### src/rtl/mem_access.sv
// Memory-access pipeline stage: ALU passthrough plus a single-outstanding load/store port.
// Optional MEM_MISALIGN_TRAP_EN turns misaligned H/W accesses into an immediate trap completion.
module mem_access (
    input  logic        clk,
    input  logic        reset,
    input  logic        valid_in,
    output logic        ready_out,
    input  logic [1:0]  mem_kind,
    input  logic [2:0]  funct3,
    input  logic [31:0] alu_result,
    input  logic [31:0] store_data,
    input  logic [5:0]  dest_in,
    input  logic [31:0] next_pc_in,
    output logic        mem_valid,
    input  logic        mem_ready,
    output logic [31:0] mem_addr,
    output logic        mem_we,
    output logic [3:0]  mem_wstrb,
    output logic [31:0] mem_wdata,
    input  logic [31:0] mem_rdata,
    output logic        valid_out,
    output logic [31:0] result,
    output logic [5:0]  dest,
`ifdef MEM_MISALIGN_TRAP_EN
    output logic        misalign,
`endif
    output logic [31:0] next_pc
);

    localparam logic IDLE = 1'b0;
    localparam logic REQ  = 1'b1;

    logic        state_q, state_d;
    logic        mem_valid_q, mem_valid_d;
    logic        mem_we_q, mem_we_d;
    logic [31:0] mem_addr_q, mem_addr_d;
    logic [3:0]  mem_wstrb_q, mem_wstrb_d;
    logic [31:0] mem_wdata_q, mem_wdata_d;
    logic        valid_out_q, valid_out_d;
    logic [31:0] result_q, result_d;
    logic [5:0]  dest_q, dest_d;
    logic [31:0] next_pc_q, next_pc_d;
    logic [1:0]  off_q, off_d;
    logic [2:0]  f3_q, f3_d;
    logic        st_q, st_d;
    logic [5:0]  pdest_q, pdest_d;
    logic [31:0] pnpc_q, pnpc_d;
`ifdef MEM_MISALIGN_TRAP_EN
    logic        misalign_q, misalign_d;
`endif

    logic        is_ld, is_st, sz_b, sz_h, mis;
    logic [3:0]  st_strb;
    logic [31:0] st_data;
    logic [7:0]  ld_byte;
    logic [15:0] ld_half;
    logic [31:0] ld_val;

    assign is_ld = (mem_kind == 2'b01);
    assign is_st = (mem_kind == 2'b10);
    // funct3[1:0] alone decides size; every unlisted code falls into the word case
    assign sz_b  = (funct3[1:0] == 2'b00);
    assign sz_h  = (funct3[1:0] == 2'b01);
`ifdef MEM_MISALIGN_TRAP_EN
    assign mis   = sz_h ? alu_result[0] : (!sz_b && (alu_result[1:0] != 2'b00));
`else
    assign mis   = 1'b0;
`endif

    always_comb begin
        st_strb = 4'b1111;
        st_data = store_data;
        if (sz_b) begin
            st_strb = 4'b0001 << alu_result[1:0];
            st_data = {4{store_data[7:0]}};
        end else if (sz_h) begin
            st_strb = 4'b0011 << {alu_result[1], 1'b0};
            st_data = {2{store_data[15:0]}};
        end
    end

    always_comb begin
        case (off_q)
            2'd0:    ld_byte = mem_rdata[7:0];
            2'd1:    ld_byte = mem_rdata[15:8];
            2'd2:    ld_byte = mem_rdata[23:16];
            default: ld_byte = mem_rdata[31:24];
        endcase
        ld_half = off_q[1] ? mem_rdata[31:16] : mem_rdata[15:0];
        if (f3_q[1:0] == 2'b00)
            ld_val = {{24{ld_byte[7] & ~f3_q[2]}}, ld_byte};
        else if (f3_q[1:0] == 2'b01)
            ld_val = {{16{ld_half[15] & ~f3_q[2]}}, ld_half};
        else
            ld_val = mem_rdata;
    end

    always_comb begin
        state_d     = state_q;
        mem_valid_d = mem_valid_q;
        mem_we_d    = mem_we_q;
        mem_addr_d  = mem_addr_q;
        mem_wstrb_d = mem_wstrb_q;
        mem_wdata_d = mem_wdata_q;
        valid_out_d = 1'b0;
        result_d    = result_q;
        dest_d      = 6'd0;
        next_pc_d   = next_pc_q;
        off_d       = off_q;
        f3_d        = f3_q;
        st_d        = st_q;
        pdest_d     = pdest_q;
        pnpc_d      = pnpc_q;
`ifdef MEM_MISALIGN_TRAP_EN
        misalign_d  = 1'b0;
`endif
        case (state_q)
            IDLE: begin
                if (valid_in) begin
                    if ((is_ld || is_st) && !mis) begin
                        off_d       = alu_result[1:0];
                        f3_d        = funct3;
                        st_d        = is_st;
                        pdest_d     = dest_in;
                        pnpc_d      = next_pc_in;
                        mem_valid_d = 1'b1;
                        mem_we_d    = is_st;
                        mem_addr_d  = {alu_result[31:2], 2'b00};
                        mem_wstrb_d = is_st ? st_strb : 4'b0000;
                        mem_wdata_d = st_data;
                        state_d     = REQ;
                    end else if (is_ld || is_st) begin
                        // trapped access completes at once with the faulting address
                        valid_out_d = 1'b1;
                        result_d    = alu_result;
                        next_pc_d   = next_pc_in;
`ifdef MEM_MISALIGN_TRAP_EN
                        misalign_d  = 1'b1;
`endif
                    end else begin
                        valid_out_d = 1'b1;
                        result_d    = alu_result;
                        dest_d      = dest_in;
                        next_pc_d   = next_pc_in;
                    end
                end
            end
            default: begin
                if (mem_ready) begin
                    mem_valid_d = 1'b0;
                    state_d     = IDLE;
                    valid_out_d = 1'b1;
                    result_d    = st_q ? 32'd0 : ld_val;
                    dest_d      = st_q ? 6'd0 : pdest_q;
                    next_pc_d   = pnpc_q;
                end
            end
        endcase
    end

    always_ff @(posedge clk or negedge reset) begin
        if (!reset) begin
            state_q     <= IDLE;
            mem_valid_q <= 1'b0;
            mem_we_q    <= 1'b0;
            mem_addr_q  <= 32'd0;
            mem_wstrb_q <= 4'd0;
            mem_wdata_q <= 32'd0;
            valid_out_q <= 1'b0;
            result_q    <= 32'd0;
            dest_q      <= 6'd0;
            next_pc_q   <= 32'd0;
            off_q       <= 2'd0;
            f3_q        <= 3'd0;
            st_q        <= 1'b0;
            pdest_q     <= 6'd0;
            pnpc_q      <= 32'd0;
`ifdef MEM_MISALIGN_TRAP_EN
            misalign_q  <= 1'b0;
`endif
        end else begin
            state_q     <= state_d;
            mem_valid_q <= mem_valid_d;
            mem_we_q    <= mem_we_d;
            mem_addr_q  <= mem_addr_d;
            mem_wstrb_q <= mem_wstrb_d;
            mem_wdata_q <= mem_wdata_d;
            valid_out_q <= valid_out_d;
            result_q    <= result_d;
            dest_q      <= dest_d;
            next_pc_q   <= next_pc_d;
            off_q       <= off_d;
            f3_q        <= f3_d;
            st_q        <= st_d;
            pdest_q     <= pdest_d;
            pnpc_q      <= pnpc_d;
`ifdef MEM_MISALIGN_TRAP_EN
            misalign_q  <= misalign_d;
`endif
        end
    end

    assign ready_out = (state_q == IDLE);
    assign mem_valid = mem_valid_q;
    assign mem_we    = mem_we_q;
    assign mem_addr  = mem_addr_q;
    assign mem_wstrb = mem_wstrb_q;
    assign mem_wdata = mem_wdata_q;
    assign valid_out = valid_out_q;
    assign result    = result_q;
    assign dest      = dest_q;
    assign next_pc   = next_pc_q;
`ifdef MEM_MISALIGN_TRAP_EN
    assign misalign  = misalign_q;
`endif

endmodule

### config.mk
export PLATFORM = sky130hd
export DESIGN_NAME = mem_access
export DESIGN_NICKNAME = d
export VERILOG_FILES = /design/src/rtl/mem_access.sv
export SDC_FILE = /design/constraint.sdc
export NUM_CORES = 1
export LEC_CHECK = 0
export CAP_MARGIN = 20
export CORE_MARGIN = 8
export CORE_UTILIZATION = 41
export CTS_CLUSTER_SIZE = 28
export DETAILED_ROUTE_END_ITERATION = 10
export GPL_TIMING_DRIVEN = 0
export MAX_ROUTING_LAYER = met4
export PLACE_DENSITY_LB_ADDON = 0.05
export SLEW_MARGIN = 20
export SYNTH_ARGS = -nofsm -noshare
export SYNTH_HDL_FRONTEND = slang
export SYNTH_SLANG_ARGS = --single-unit
### constraint.sdc
create_clock -name clk -period 1.75 [get_ports clk]
set_clock_uncertainty 0.2 [all_clocks]
set_input_delay 0.35 -clock clk [delete_from_list [all_inputs] [get_ports clk]]
set_output_delay 0.35 -clock clk [all_outputs]
set_load 0.1 [all_outputs]
**After elaboration in Yosys (flattened, before gate mapping)**

Index checks and enable logic that the tools add are counted.
W data, S select, Z words.

- Equality and inequality tests: 8
- Shift-type cells: 2
- Muxes and demuxes: 35
- Bitwise gates (word level): 4
- Reductions and logical operators: 9

Operators with widths:

| cell | number |
|---|---|
| $mux W32 | 13 |
| $mux W6 | 5 |
| $pmux W8 S3 | 1 |
| $mux W16 | 1 |
| $mux W1 | 12 |
| $mux W4 | 3 |
| $reduce_and A3 Y1 | 3 |
| $eq A2 B1 Y1 const B | 4 |
| $logic_not A2 Y1 | 3 |
| $eq A2 B2 Y1 const B | 2 |
| $ne A2 B2 Y1 const B | 2 |
| $reduce_bool A2 Y1 | 2 |
| $shl A1 B2 Y4 const A | 1 |
| $shl A2 B2 Y4 const A | 1 |
| $and A1 B1 Y1 | 2 |
| $not A1 Y1 | 2 |
| $logic_or A1 B1 Y1 | 1 |

- Bits in registers: 183
- Input port bits: 143
- Output and inout bits: 142
- Word-level logic and storage cells: 72

**Longest topological paths before layout**

- Word-level depth: 7
- Gate-level depth with buffers: 9
- Gate-level depth less buffers: 7

**Least setup slack after synthesis**

Ideal clock, no wire load.

- Path kind: register to register
- Start point: register state_q
- End point: register result_q[7] (netlist: result[7])
- Setup time: 0.095 ns
- Data arrival time: 2.034 ns
- Data required time: 1.455 ns
- Setup slack: -0.579 ns
- Cell stages (with the launch flop): 7
- Buffers on the path: 2
- Period minus slack after synthesis: 2.329 ns
- Cells stage by stage: dfrtp_1 -> buf_4 -> inv_2 -> clkbuf_1 -> and3_1 -> a21oi_1 -> o31ai_1

- Word-level cells in the longest chain between the ends: 2
- Elaborated cells between the ends (all ways): 5
- Classes of those cells: eq/ne (2); mux (1); reduce/logical (2)

RTL lines:

| item | line | RTL |
|---|---|---|
| from (decl) | 33 | `logic state_q, state_d;` |
| from (signal assigned) | 182 | `state_q <= state_d;` |
| $ne A2 B2 Y1 (no source line) or $reduce_bool A2 Y1 (tied branches) | n/a |  |
| $reduce_and A3 Y1 (no source line) | n/a |  |
| to (signal assigned) | 189 | `result_q <= result_d;` |
| to (decl) | 40 | `logic [31:0] result_q, result_d;` |

Several ways; a longest one is shown, not always the timed one.
A chain may end at the register's enable or synchronous reset.

**Final worst setup path**

- Start point: register state_q
- End point: output ready_out

- Word-level cells in the longest chain between the ends: 1

RTL lines:

| item | line | RTL |
|---|---|---|
| $not A1 Y1 (no source line) | n/a |  |
| to (decl) | 7 | `output logic ready_out,` |

Every way passes these cells.

==> impl_metrics.py <==
metrics = {
    "status": {
        "status": "finished with violations",
        "violations": "negative setup slack",
    },
    "critical_path": {
        "slowest_stage": "dfrtp_2",
        "worstPathArrival_ps": 1330,
        "worst-path-buf-inv": 4,
        "start_kind": "register",
        "reg2reg_depth": 7,
        "cp_top_family": "buffers and inverters",
        "crit_type": "reg2out",
        "endpoint": "ready_out",
        "crit_fanout": 4,
        "r2r-start": "state_q",
        "required_ps": 1200,
        "timing.rr.end": "result[12]",
        "crit_path_start": "state_q",
        "cp-end-kind": "primary output",
        "max_stage_delay_ps": 430,
        "r2r_setup_slack_ps": -130,
        "path_depth": 4,
        "crit_chain": "buf_12 > clkinv_8 > clkbuf_16 > buf_16",
    },
    "synthesis": {
        "yosysWarnings": 0,
        "syn-instance-count": 893,
        "avgSynthCellArea_um2": 9.29,
        "synth-edff-count": 0,
        "ys.flop_type": "dfrtp_1",
        "yosysUniqueCellTypes": 41,
        "synthArstFlopShare": 1.00,
        "ys_seq_area_frac": 0.552,
        "ys_seq_elements": 183,
        "netlist_area_um2": 8300,
    },
    "timing": {
        "hold_viol": 0,
        "rsz0062_at_grt": "true",
        "fin_crit_sh": 1.08,
        "fin_ws_ps": -135,
        "max_freq_mhz": 531,
        "worst_slew_pin_slew_ps": 555,
        "drv_slew": 0,
        "finalSetupViolations": 52,
        "slew_headroom": 0.629,
        "post-route-min-period_ps": 1880,
    },
    "cells_and_area": {
        "final_common_cell": "nand2_1",
        "drive_gt1_frac": 0.273,
        "design_area_um2": 12700,
        "area_delta_synth_final_pct": 52.9,
        "nets": 1364,
        "mostFrequentLayoutCells": "nand2_1, dfrtp_1, buf_4",
    },
    "global_routing": {
        "grt_max_degree": 75,
        "first_global_vias": 7836,
        "track_usage": 0.238,
        "grt_pass1_wl_um": 44300,
        "gr-total-overflow": 0,
        "grt_antenna_before_repair": 2,
    },
    "floorplan": {
        "die_width_um": 158,
        "io_pins": 285,
        "start_util": 0.414,
        "die_h_um": 158,
        "row_count": 52,
        "coreArea_um2": 20000,
        "die_area_um2": 25000,
    },
    "clocking": {
        "clockBufferDepth": 2,
        "clkLatencyLatePin_ps": 430,
        "cts-root-buf": "clkbuf_16",
        "clk_pin_slew_ps": 70,
        "htree_levels": 4,
        "cts_tree": "done",
        "clkSinkCount": 183,
        "numCtsBuffers": 17,
    },
    "placement": {
        "placed_area_um2": 11600,
        "port_buffers": 282,
        "post-place-ws_ps": -1000,
        "place_congestion": 0.874,
        "hpwl_um": 21700,
    },
    "route": {
        "ant_nets": 0,
        "wirelength_um": 29500,
        "drc": 0,
        "vias": 7585,
        "vias_per_cell": 5.03,
        "drt_iter0_markers": 352,
        "wire_per_inst_um": 19.6,
        "dr.pass1.iters": 4,
    },
    "min_path": {
        "hp-class": "in2async",
    },
    "power": {
        "peakVddDrop_mv": 0.973,
        "power_density_nw_per_um2": 1850,
        "p_leak_nw": 6.24,
    },
    "job": {
        "cap_violations": 0,
    },
}
## worst min path at each step
stage	endpoint	cells after the start	start	slack (ps)
floorplan	dest[0]	0	reset	-150
detailed placement	pnpc_q[20]	1	reset	80
global placement	pnpc_q[30]	2	pnpc_q[30]	260
global route	next_pc[22]	2	reset	230
finish	pnpc_q[20]	2	reset	200
CTS	pnpc_q[20]	2	reset	210
## synthesized netlist by cell type (all sizes together) (2+ instances only)
cell / instances / area [um2]
nand2: 289 / 1080
dfrtp: 183 / 4580
o21ai: 72 / 360
a21oi: 67 / 339
mux2i: 59 / 591
nor2: 45 / 171
buf: 42 / 245
and3: 32 / 200
clkbuf: 23 / 86.3
inv: 14 / 52.6
a211oi: 8 / 60.1
a221o: 8 / 80.1
mux2: 7 / 78.8
o221ai: 7 / 61.3
o32ai: 7 / 61.3
a22o: 6 / 52.6
nand2b: 6 / 37.5
and3b: 2 / 17.5
## what timing repair did
| item | 4_1_cts | 5_1_grt |
|---|---|---|
| pin swaps | 16 | 23 |
| setup buffers | 16 | 4 |
| hold endpoints to repair | 50 | 0 |
| hold buffers | 1 | 0 |
| gates resized for setup | 912 | 111 |
| setup endpoints to repair | 316 | 228 |
| cloned | 3 | 4 |
## kinds of logic after synthesis
logic type / synth area share
other: 0.000452
multiplexers: 0.0807
AO/OA/AOI/OAI: 0.132
AND/OR/NAND/NOR: 0.187
buffers and inverters: 0.0467
adder cells (fa/ha/maj): 0.00151
flip-flops: 0.552
## registers in the layout (all words and copies together), names as in the netlist
register / cells
result: 32
mem_addr: 30
mem_wstrb: 4
mem_valid: 1
state_q: 1
next_pc: 32
mem_wdata: 32
f3_q: 3
valid_out: 1
off_q: 2
dest: 6
st_q: 1
pdest_q: 6
pnpc_q: 32
## worst reg2reg max path, stage by stage (launching register included)
cell and delay [ps]:
dfrtp_2 430, buf_6 130, and3b_2 270, a21oi_4 50
buf_12 140, buf_12 130, buf_6 120, a221o_1 300
## per-stage QoR
stage | util | instances | hold WS, ps | TNS, ps | total power [W]
global route | 0.632 | 1505 | 232 | -6970 | 0.0243
floorplan | - | 894 | -146 | -1410 | 0.0156
finish | 0.633 | 1508 | 204 | -3980 | 0.0234
detailed placement | 0.578 | 1448 | 85.0 | -158540 | 0.0191
CTS | 0.614 | 1499 | 214 | -4140 | 0.0232
global placement | 0.575 | 1446 | 258 | -1591050 | 0.0190
## area by class of cell
cell class	count	area, um2
Antenna cell	5	12.5
Buffer	62	577
Clock buffer	21	470
Clock inverter	11	134
Fill cell	1792	7360
Inverter	15	72.6
Multi-Input combinational cell	631	3610
Sequential cell	183	4590
Tap cell	270	338
Timing Repair Buffer	310	2890
## routing by layer
layer,track usage,routed length (um)
met5,-,0
met4,0.0817,728
met3,0.0632,2100
met2,0.366,13900
met1,0.302,12800
## where the power goes
group          switching, W  internal (W)  total (W)
Combinational        0.0101       0.00308     0.0132
Sequential         0.000782       0.00550    0.00628
Clock               0.00174       0.00225    0.00400
Total                0.0126        0.0108     0.0234
(Power assumes the default switching activity.)
